==> src/rtl/fpu_mul_normalizer.sv <==
// Back end of the single-precision multiply path. It takes the raw product
// from the multiplier front end. It normalizes the product, denormalizes it
// when needed and rounds to nearest-even. It then packs an IEEE-754 binary32
// result with its exception flags. Only one operation is in flight at a time.
module fpu_mul_normalizer #(
    parameter int MAX_DENORM_SHIFT = 26
) (
    input  logic        clk,
    input  logic        rst,
    input  logic        in_valid,
    output logic        in_ready,
    input  logic        in_sign,
    input  logic [9:0]  in_exp,
    input  logic [47:0] in_mantissa,
    input  logic        in_is_signalling1,
    input  logic        in_is_quiet1,
    input  logic        in_is_signalling2,
    input  logic        in_is_quiet2,
    output logic        out_valid,
    input  logic        out_ready,
    output logic [31:0] out_result,
    output logic        out_invalid,
    output logic        out_overflow,
    output logic        out_underflow,
    output logic        out_inexact
);

    localparam int CW = $clog2(MAX_DENORM_SHIFT + 1);

    typedef enum logic [2:0] {IDLE, ALIGN, DENORM, ROUND, DONE} state_t;

    state_t             state, state_n;
    logic               sign_q, sign_n;
    logic signed [9:0]  exp_q, exp_n;
    logic [47:0]        mant_q, mant_n;
    logic               sticky_q, sticky_n;
    logic               tiny_q, tiny_n;
    logic               snan_q, snan_n;
    logic               qnan_q, qnan_n;
    logic [CW-1:0]      cnt_q, cnt_n, cnt_inc;
    logic [31:0]        result_n;
    logic               invalid_n, overflow_n, underflow_n, inexact_n;

    logic signed [9:0]  align_exp;
    logic               inf_zero;
    logic               guard, sticky_all, round_up;
    logic [24:0]        round_sum;
    logic signed [9:0]  round_exp;
    logic               round_hidden;
    logic [22:0]        round_frac;
    logic               round_inexact;

    assign in_ready  = (state == IDLE);
    assign out_valid = (state == DONE);

    assign cnt_inc   = cnt_q + CW'(1);
    assign align_exp = mant_q[47] ? exp_q + 10'sd1 : exp_q;
    assign inf_zero  = (exp_q == 10'h0FF) && (mant_q[47:46] == 2'b11);

    // Round-to-nearest-even on the 24-bit significand. A carry out of the hidden bit renormalizes by one place.
    always_comb begin
        guard         = mant_q[22];
        sticky_all    = (|mant_q[21:0]) | sticky_q;
        round_up      = guard & (sticky_all | mant_q[23]);
        round_sum     = {1'b0, mant_q[46:23]} + {24'd0, round_up};
        round_exp     = round_sum[24] ? exp_q + 10'sd1 : exp_q;
        round_hidden  = round_sum[24] | round_sum[23];
        round_frac    = round_sum[24] ? 23'd0 : round_sum[22:0];
        round_inexact = guard | sticky_all;
    end

    // Next-state and datapath update for each phase of the operation.
    always_comb begin
        state_n     = state;
        sign_n      = sign_q;
        exp_n       = exp_q;
        mant_n      = mant_q;
        sticky_n    = sticky_q;
        tiny_n      = tiny_q;
        snan_n      = snan_q;
        qnan_n      = qnan_q;
        cnt_n       = cnt_q;
        result_n    = out_result;
        invalid_n   = out_invalid;
        overflow_n  = out_overflow;
        underflow_n = out_underflow;
        inexact_n   = out_inexact;

        case (state)
            IDLE: begin
                if (in_valid) begin
                    sign_n   = in_sign;
                    exp_n    = in_exp;
                    mant_n   = in_mantissa;
                    sticky_n = 1'b0;
                    tiny_n   = 1'b0;
                    cnt_n    = '0;
                    snan_n   = in_is_signalling1 | in_is_signalling2;
                    qnan_n   = in_is_quiet1 | in_is_quiet2;
                    state_n  = ALIGN;
                end
            end

            ALIGN: begin
                if (snan_q || qnan_q || inf_zero) begin
                    result_n    = 32'h7FC0_0000;
                    invalid_n   = snan_q | inf_zero;
                    overflow_n  = 1'b0;
                    underflow_n = 1'b0;
                    inexact_n   = 1'b0;
                    state_n     = DONE;
                end else if ((exp_q == 10'h0FF) && (mant_q == 48'h8000_0000_0000)) begin
                    result_n    = {sign_q, 8'hFF, 23'd0};
                    invalid_n   = 1'b0;
                    overflow_n  = 1'b0;
                    underflow_n = 1'b0;
                    inexact_n   = 1'b0;
                    state_n     = DONE;
                end else if ((exp_q == 10'h000) && (mant_q == 48'h8000_0000_0000)) begin
                    result_n    = {sign_q, 31'd0};
                    invalid_n   = 1'b0;
                    overflow_n  = 1'b0;
                    underflow_n = 1'b0;
                    inexact_n   = 1'b0;
                    state_n     = DONE;
                end else begin
                    mant_n   = mant_q[47] ? {1'b0, mant_q[47:1]} : mant_q;
                    sticky_n = sticky_q | (mant_q[47] & mant_q[0]);
                    exp_n    = align_exp;
                    state_n  = (align_exp < 10'sd1) ? DENORM : ROUND;
                end
            end

            DENORM: begin
                mant_n   = {1'b0, mant_q[47:1]};
                sticky_n = sticky_q | mant_q[0];
                exp_n    = exp_q + 10'sd1;
                tiny_n   = 1'b1;
                cnt_n    = cnt_inc;
                if (exp_q == 10'sd0) begin
                    state_n = ROUND;
                end else if (cnt_inc == CW'(MAX_DENORM_SHIFT)) begin
                    exp_n   = 10'sd1;
                    state_n = ROUND;
                end
            end

            ROUND: begin
                invalid_n = 1'b0;
                if (round_exp >= 10'sd255) begin
                    result_n    = {sign_q, 8'hFF, 23'd0};
                    overflow_n  = 1'b1;
                    inexact_n   = 1'b1;
                    underflow_n = tiny_q;
                end else begin
                    result_n    = {sign_q, (round_hidden ? round_exp[7:0] : 8'd0), round_frac};
                    overflow_n  = 1'b0;
                    inexact_n   = round_inexact;
                    underflow_n = tiny_q & round_inexact;
                end
                state_n = DONE;
            end

            DONE: begin
                if (out_ready) begin
                    state_n = IDLE;
                end
            end

            default: state_n = IDLE;
        endcase
    end

    // State and datapath registers; reset abandons any operation in flight.
    always_ff @(posedge clk) begin
        if (rst) begin
            state         <= IDLE;
            sign_q        <= 1'b0;
            exp_q         <= '0;
            mant_q        <= '0;
            sticky_q      <= 1'b0;
            tiny_q        <= 1'b0;
            snan_q        <= 1'b0;
            qnan_q        <= 1'b0;
            cnt_q         <= '0;
            out_result    <= '0;
            out_invalid   <= 1'b0;
            out_overflow  <= 1'b0;
            out_underflow <= 1'b0;
            out_inexact   <= 1'b0;
        end else begin
            state         <= state_n;
            sign_q        <= sign_n;
            exp_q         <= exp_n;
            mant_q        <= mant_n;
            sticky_q      <= sticky_n;
            tiny_q        <= tiny_n;
            snan_q        <= snan_n;
            qnan_q        <= qnan_n;
            cnt_q         <= cnt_n;
            out_result    <= result_n;
            out_invalid   <= invalid_n;
            out_overflow  <= overflow_n;
            out_underflow <= underflow_n;
            out_inexact   <= inexact_n;
        end
    end

endmodule

==> config.mk <==
export PLATFORM = sky130hd
export DESIGN_NAME = fpu_mul_normalizer
export DESIGN_NICKNAME = d
export VERILOG_FILES = /design/src/rtl/fpu_mul_normalizer.sv
export SDC_FILE = /design/constraint.sdc
export NUM_CORES = 1
export LEC_CHECK = 0
export ABC_AREA = 1
export CORE_MARGIN = 4
export CORE_UTILIZATION = 40
export CTS_CLUSTER_DIAMETER = 100
export DETAILED_ROUTE_END_ITERATION = 6
export SLEW_MARGIN = 15
export SYNTH_ARGS = -nofsm -noshare
export SYNTH_HDL_FRONTEND = slang
export SYNTH_SLANG_ARGS = --single-unit
==> constraint.sdc <==
create_clock -name clk -period 2.9 [get_ports clk]
set_clock_uncertainty 0.2 [all_clocks]
set_input_delay 0.87 -clock clk [delete_from_list [all_inputs] [get_ports clk]]
set_output_delay 0.87 -clock clk [all_outputs]
set_load 0.02 [all_outputs]
# [After elaboration in Yosys (flattened, before gate mapping)]
# Index checks and enable logic that the tools add are counted.
# Widths: inputs -> output; s select.
[totals] register_bits=107 out_inout_bits=38 elab_cells=116
[op_classes] addsub=3 n_lt_le_gt_ge=2 n_eq_ne=16 muxes=50 bitwise_logic=12 reduce_logical=18
[op_table] op="$mux 48" count=4
[op_table] op="$pmux 48 s3" count=1
[op_table] op="$mux 32" count=3
[op_table] op="$mux 10" count=8
[op_table] op="$pmux 32 s2" count=1
[op_table] op="$eq 48x48->1 const B" count=1
[op_table] op="$mux 47" count=1
[op_table] op="$mux 31" count=1
[op_table] op="$pmux 10 s3" count=1
[op_table] op="$add 24x1->25" count=1
[op_table] op="$mux 23" count=1
[op_table] op="$reduce_or 22->1" count=1
[op_table] op="$mux 3" count=7
[op_table] op="$logic_not 10->1" count=2
[op_table] op="$pmux 3 s5" count=1
[op_table] op="$mux 1" count=12
[op_table] op="$add 10x2->10 const B" count=1
[op_table] op="$eq 10x8->1 const B" count=1
[op_table] op="$ge 10x9->1 const B" count=1
[op_table] op="$lt 10x2->1 const B" count=1
[op_table] op="$ne 2x2->1 const B" count=5
[op_table] op="$pmux 1 s2" count=5
[op_table] op="$pmux 5 s2" count=1
[op_table] op="$or 1x1->1" count=9
[op_table] op="other kinds (22)" count=31

# [Depth between registers and ports, before layout]
# Gate-level depths: netlist (run 1).
[logic_depth] word_depth=9 ltp_mapped=19

# [Least setup slack after synthesis (run 1)]
# Ideal clock, no wire load.
[synth_timing] path_type="reg-to-reg" from="reg mant_q[22]" to="reg out_result[4]" setup_ns=0.136 t_arrival_ns=2.061 slack_ns=0.503 stages_incl_launch_ff=18 path_buffers=1 period_less_slack_ns=2.397 cell_sequence="dfxtp_1 -> nand2_1 -> inv_1 -> ha_1 -> nand2_1 -> nor2_2 -> nand3_1 -> nor2_2 -> nand3_1 -> nand2_1 -> nand2_1 -> nor2_1 -> nand2_1 -> nand2_2 -> nand2_4 -> buf_6 -> nand3_2 -> a21oi_1"
[synth_between] elab_chain_cells=6
[synth_lines] item="from (decl)" line_no="35" text="logic [47:0] mant_q, mant_n;"
[synth_lines] item="from (signal assigned)" line_no="195" text="mant_q <= mant_n;"
[synth_lines] item="$and 1x1->1" line_no="64" text="round_up = guard & (sticky_all | mant_q[23]);"
[synth_lines] item="$add 24x1->25" line_no="65" text="round_sum = {1'b0, mant_q[46:23]} + {24'd0, round_up};"
[synth_lines] item="$mux 10" line_no="66" text="round_exp = round_sum[24] ? exp_q + 10'sd1 : exp_q;"
[synth_lines] item="$ge 10x9->1" line_no="150" text="if (round_exp >= 10'sd255) begin"
[synth_lines] item="$mux 31" line_no="150"
[synth_lines] item="$pmux 32 s2" line_no="89" text="case (state)"
[synth_lines] item="to (signal assigned)" line_no="201" text="out_result <= result_n;"
[synth_lines] item="to (decl)" line_no="21" text="output logic [31:0] out_result,"
# Several ways; a longest one is shown, not always the timed one.
# A chain may end at the register's enable or synchronous reset.

# [Worst setup path after layout (run 1)]
[layout_timing] from="reg state[1]" to="out out_valid"
[layout_between] elab_chain_cells=1
[layout_lines] item="from (decl)" line_no="32" text="state_t state, state_n;"
[layout_lines] item="from (signal assigned)" line_no="192" text="state <= state_n;"
[layout_lines] item="$eq 3x3->1" line_no="54" text="assign out_valid = (state == DONE);"
[layout_lines] item="to (decl)" line_no="19" text="output logic out_valid,"
# No other way between the ends.

==> reports/results.txt, run 1 <==
Routed WL per cell: 13.7 um
Final hold slack: 0.267 ns
DR iter-0 viols: 404
Min Clock Period, post-route: 2.68 ns
Mapped cell area: 0.00636 mm^2
Slew @ Worst Pin: 0.552 ns
Total power: 7.48 mW
Initial core utilization: 0.414
Clock root cell: clkbuf_16
Slowest-stage cell, CP: clkdlybuf4s50_1
Antenna cells: 0
Core area: 0.0154 mm^2
Filler cells: 1614
Arrival @ worst endpoint: 1.61 ns
Post-place setup slack: 0.103 ns
Syn. warnings: 0
Register Area: 0.00214 mm^2
Final ANT Viol Nets: 0
Syn Inst Count: 1013
Commonest non-fill, non-tap cell in the layout: nand2_1
VDD IR max: 0.534 mV
Dpl hpwl: 13500 um
Initial antenna violation count: 0
H-tree levels: 3
Clock network fraction of total power: 0.152
Die Wd: 134 um
Sequential Power Share: 0.300
Crit path launch type: flop
GRT Residual Overflow: 0
Multi-input gate area: 0.00362 mm^2
Clock Sinks: 107
Sw frac: 0.475
Critical-path cell list: nor2_1, inv_1, nor2_1, clkdlybuf4s50_1
Layout cells sized above 1: 0.0767
Max_cap viols: 0
Crit Path Class: reg -> out
Pwr per Cell Area: 944 mW/mm^2
Skew-Pair Late Insertion Delay: 0.35 ns
Vias in the first global route: 6008
Placed cell areas: 0.00762 mm^2
Pleak: 3.42 nW
Final hold violation count: 0
GRT Util Overall: 0.202
Port bufs: 104
Via count: 6457
Max-slew violations: 0
Via/cell ratio: 4.90
First-pass GRT wire length: 29700 um
Die H: 134 um
Most frequent cells in the layout: nand2_1 (314), nor2_1 (152), dfxtp_1 (106), clkdlybuf4s50_1 (102), inv_1 (92)
Row cnt: 45
Net Sw Power: 3.55 mW
Cts hold-fix bufs: 0
Relative slew slack: 0.632
Worst path buffer plus inverter count: 2
Drt total wl: 18100 um
Synthesis-stage register bit count: 107
GPL Wtd Cong: 0.881
FMAX: 0.373 GHz
Req. time, crit path: 1.83 ns
Crit Path Max Fanout: 6
Cell repeated most along the worst path: nor2_1
Run status: complete, no violations
Internal Power: 3.93 mW
Final Net Count: 1177
Top delay family on crit path: buffers and inverters
Mean Syn Cell Area: 6.28 um^2
Worst path max stage delay: 0.60 ns
CTS Buffer Depth: 2
CTS tree: done
Final worst-path cycle share: 0.925
Clock transition at path regs: 0.07 ns
Net count after synthesis: 1085
Setup violators final: 0
Die area: 0.0180 mm^2
Seq/Total Area, Yosys: 0.337
Synthesis-to-finish area growth: 24.5%
First-pass DRT Iterations: 4
Post-synth cell types: 39
CTS Buf Count: 9
Comb power frac: 0.548
Crit. End Element: primary output
Worst min-delay path class: reg -> reg
Largest net degree at the start of global routing: 95
Drt drc: 0
Crit path setup slack, layout: 0.217 ns
Finished Cell Area: 0.00792 mm^2
I/O Pins: 105
## sequential cells by signal, summed over array words and instances (netlist names)
signal,count
mant_q,48
out_result,32
exp_q,10
cnt_q,5
state,3
out_inexact,1
out_invalid,1
out_overflow,1
out_underflow,1
qnan_q,1
sign_q,1
snan_q,1
sticky_q,1
tiny_q,1
## per-layer routing
metal | global-route usage | vias to the layer above | routed length, um
met5 | 0 | - | 0
met3 | 0.0398 | 22 | 736
met1 | 0.260 | 2886 | 8150
li1 | - | 3418 | -
met4 | 0.0475 | 0 | 239
met2 | 0.351 | 131 | 8950
## worst paths after layout
check | start | endpoint | slack, ns | cells after the start
max | state[1] | out_valid | 0.22 | 4
min | out_inexact | out_inexact | 0.27 | 2
max reg2reg | mant_q[23] | out_underflow | 0.24 | 17
min reg2reg | out_inexact | out_inexact | 0.27 | 2
## what timing repair did
action,4_1_cts,5_1_grt
gates resized for setup,0,8
setup buffers,0,0
endpoints found under the setup margin,0,81
## layout make-up
cell class	count	area share
Tap cell	211	0.0333
Multi-Input combinational cell	762	0.457
Inverter	98	0.0464
Clock buffer	11	0.0319
Clock inverter	3	0.00189
Timing Repair Buffer	127	0.159
Sequential cell	107	0.270
## Yosys cell counts
master | number | area, um^2
buf_2 | 10 | 50.1
clkinv_1 | 2 | 7.51
ha_1 | 5 | 62.6
nor2_1 | 153 | 574
dfxtp_1 | 107 | 2140
o21ai_4 | 1 | 16.3
nand3_2 | 13 | 130
buf_1 | 5 | 18.8
or2_2 | 3 | 18.8
nor3_2 | 1 | 10.0
xor2_1 | 15 | 131
nand2_1 | 314 | 1180
nor4_1 | 4 | 25.0
a311oi_1 | 1 | 8.76
a22oi_1 | 1 | 7.51
nand3b_1 | 3 | 22.5
nor2_2 | 5 | 31.3
xnor2_1 | 3 | 26.3
o21ai_0 | 76 | 380
buf_4 | 11 | 82.6
nand3_1 | 40 | 200
inv_1 | 92 | 345
nor2_8 | 1 | 20.0
o22ai_1 | 2 | 12.5
a211oi_1 | 1 | 7.51
a21oi_2 | 8 | 70.1
clkbuf_1 | 14 | 52.6
nor2_4 | 1 | 11.3
nand2_2 | 6 | 37.5
o221ai_1 | 3 | 26.3
dlygate4sd3_1 | 1 | 10.0
clkbuf_4 | 1 | 7.51
nand4_1 | 32 | 200
nor3_1 | 15 | 75.1
nand2_4 | 1 | 11.3
o211ai_1 | 8 | 60.1
a21oi_1 | 46 | 230
buf_6 | 4 | 45.0
inv_2 | 4 | 15.0
## cells by family (layout without fill, tap and decap cells)
group / Yosys count / in the layout / share of synthesized area
xor gates and xnor gates: 18 / 18 / 0.0248
AOI/OAI and AO/OA: 147 / 147 / 0.129
DFF: 107 / 107 / 0.337
buffers and inverters: 144 / 239 / 0.0997
adders and majority gates: 5 / 5 / 0.00983
and+or+nand+nor: 592 / 592 / 0.400
## tightest hold or removal path, cell delays in order (launching register included)
cell and delay, ns:
dfxtp_1 0.31, nand2_1 0.06, a21oi_1 0.06
## power by group through the flow
stage	logic [mW]	registers (mW)	clock network [mW]
floorplan	3.05	2.23	0
global placement	4.08	2.27	0
detailed placement	4.08	2.27	0
CTS	4.10	2.24	1.18
global route	4.74	2.30	1.24
finish	4.10	2.25	1.14
## through the flow
step / std cells / utilization / setup TNS (ns)
finish: 1319 / 0.516 / 0
global route: 1319 / 0.516 / -0.0320
CTS: 1319 / 0.513 / 0
detailed placement: 1305 / 0.496 / 0
global placement: 1305 / 0.496 / 0
floorplan: 1013 / - / 0
(Power assumes the default switching activity.)
==> inputs of run 2 (changes only) <==
--- a/config.mk
+++ b/config.mk
@@ -6,10 +6,11 @@
 export NUM_CORES = 1
 export LEC_CHECK = 0
 export ABC_AREA = 1
-export CORE_MARGIN = 4
+export CORE_MARGIN = 5
 export CORE_UTILIZATION = 40
 export CTS_CLUSTER_DIAMETER = 100
 export DETAILED_ROUTE_END_ITERATION = 6
+export GPL_ROUTABILITY_DRIVEN = 0
 export SLEW_MARGIN = 15
 export SYNTH_ARGS = -nofsm -noshare
 export SYNTH_HDL_FRONTEND = slang
==> reports/results.txt, run 2 (synthesis gave the netlist of run 1 again) <==
CTS Buffer Depth: 2 (unchanged)
Drt drc: 0 (unchanged)
Final ANT Viol Nets: 0 (unchanged)
Antenna cells: 0 (unchanged)
Metal3 WL: 788 um (+7.1%)
Relative slew slack: 0.637 (+0.00471)
Pleak: 3.44 nW (+0.67%)
Req. time, crit path: 1.83 ns (about the same)
Initial antenna violation count: 0 (unchanged)
Worst min-delay path class: reg -> reg
Layout cells sized above 1: 0.0783 (+0.00159)
RSZ-0062 raised after global routing: false
First-pass DRT Iterations: 5 (+1)
Crit path launch type: flop
Multi-input gate area: 0.00361 mm^2 (-0.14%)
Initial core utilization: 0.403 (-0.0105)
Port bufs: 104 (unchanged)
Max_cap viols: 0 (unchanged)
Arrival @ worst endpoint: 1.63 ns (+0.02 ns)
CTS tree: done
First-pass GRT wire length: 29200 um (-1.9%)
Crit Path Class: reg -> out
Die area: 0.0185 mm^2 (+3.0%)
Filler cells: 1698 (+5.2%)
Drt total wl: 18400 um (+2.1%)
Clock transition at path regs: 0.07 ns (about the same)
Via count: 6512 (+0.85%)
Synthesis-to-finish area growth: 25.7%
R2R Path End: mant_q[32]
Max reg flops: 48 (unchanged)
Reg2Reg Setup Slack: 0.25 ns (about the same)
Commonest non-fill, non-tap cell in the layout: nand2_1
Largest net degree at the start of global routing: 71 (-25%)
Met2 routed WL: 8950 um (unchanged)
Clock Sinks: 107 (unchanged)
CTS Buf Count: 9 (unchanged)
Die Wd: 136 um (+1.5%)
FMAX: 0.371 GHz (-0.55%)
Worst hold endpoint: out_result[11]
Via/cell ratio: 4.91 (+0.24%)
Dpl hpwl: 13500 um (+0.35%)
Top metal layer carrying routed signals: met4
Routed WL per cell: 13.9 um (+1.4%)
Final hold violation count: 0 (unchanged)
Max-slew violations: 0 (unchanged)
Cts hold-fix bufs: 0 (unchanged)
I/O Pins: 105 (unchanged)
Most frequent cells in the layout: nand2_1 (314), nor2_1 (153), dfxtp_1 (106), clkdlybuf4s50_1 (102), inv_1 (92)
Largest regs: mant_q: 48 flops, out_result: 32 flops, exp_q: 10 flops
Run status: complete, no violations
Final worst-path cycle share: 0.930 (+0.00514)
Slew @ Worst Pin: 0.544 ns (-0.00786 ns)
Hold Startpoint: out_result[11]
DR iter-0 viols: 486 (+20%)
H-tree levels: 3 (unchanged)
Register Area: 0.00214 mm^2 (unchanged)
Setup violators final: 0 (unchanged)
Reg2Reg Depth: 14 (-3)
Pwr per Cell Area: 969 mW/mm^2 (+2.6%)
Min Clock Period, post-route: 2.70 ns (+0.0149 ns)
Crit. End Element: primary output
GRT Residual Overflow: 0 (unchanged)
Most flops, register: mant_q
Clock root cell: clkbuf_16
RR Startpoint: exp_q[1]
Row cnt: 46 (+2.2%)
VDD IR max: 0.554 mV (+3.8%)
GRT Util Overall: 0.197 (-0.00535)
Final Net Count: 1178 (+0.085%)
Crit Path Max Fanout: 5 (-1)
Min-Delay Path Depth: 2 (unchanged)
Total power: 7.75 mW (+3.6%)
Skew-Pair Late Insertion Delay: 0.36 ns (about the same)
Die H: 136 um (+1.5%)
Post-Route M1 WL: 8350 um (+2.5%)
Core area: 0.0158 mm^2 (+2.6%)
Vias in the first global route: 5857 (-2.5%)
Post-Route Setup TNS: 0 ns (unchanged)
-- run 2: through the flow --
step                cells  cell area [um^2]  hold WS [ns]  worst slack [ns]  utilization
global placement     1309              7620         0.252             0.175        0.483
detailed placement   1309              7620         0.256            0.0741        0.483
global route         1327              8000         0.296           0.00994        0.507
floorplan            1013              6360         0.232             0.503            -
CTS                  1325              7930         0.267            0.0483        0.503
finish               1327              8000         0.268             0.202        0.507
-- run 2: where the power goes --
part | switching [mW] | total, mW | internal (mW)
combinational | 2.73 | 4.21 | 1.48
sequential | 0.350 | 2.24 | 1.89
clock | 0.579 | 1.30 | 0.721
-- run 2: final cells by class --
| class | count | area share |
|---|---|---|
| multi-input combinational | 762 | 0.452 |
| clock inverter | 5 | 0.00751 |
| timing repair buffer | 128 | 0.161 |
| clock buffer | 11 | 0.0316 |
| inverter | 98 | 0.0460 |
| sequential | 107 | 0.268 |
| tap | 216 | 0.0338 |
-- run 2: timing repair --
item	CTS	global route
setup buffers	0	1
pin swaps	0	1
gates cloned	0	1
setup endpoints to repair	1	80
resized for setup	1	8
hold endpoints to repair	0	0
-- run 2: metal layers --
layer  global-route usage  vias to the layer above
met2                0.333                      129
li1                     -                     3420
met1                0.253                     2938
met3               0.0437                       25
met5                    0                        -
met4               0.0543                        0
-- run 2: worst max path at each step --
stage / start / endpoint / slack, ns / cells past startpoint
floorplan: mant_q[22] / out_result[4] / 0.50 / 17
global placement: mant_q[23] / out_underflow / 0.17 / 17
detailed placement: mant_q[23] / out_result[11] / 0.07 / 17
CTS: mant_q[23] / out_result[11] / 0.05 / 17
global route: mant_q[23] / out_result[27] / 0.01 / 17
finish: state[0] / out_valid / 0.20 / 4
-- run 2: critical path, cell delays in order (launching register included) --
cell,delay (ns)
dfxtp_1,0.35
nor2_1,0.11
inv_1,0.09
nor2_1,0.10
clkdlybuf4s50_1,0.62
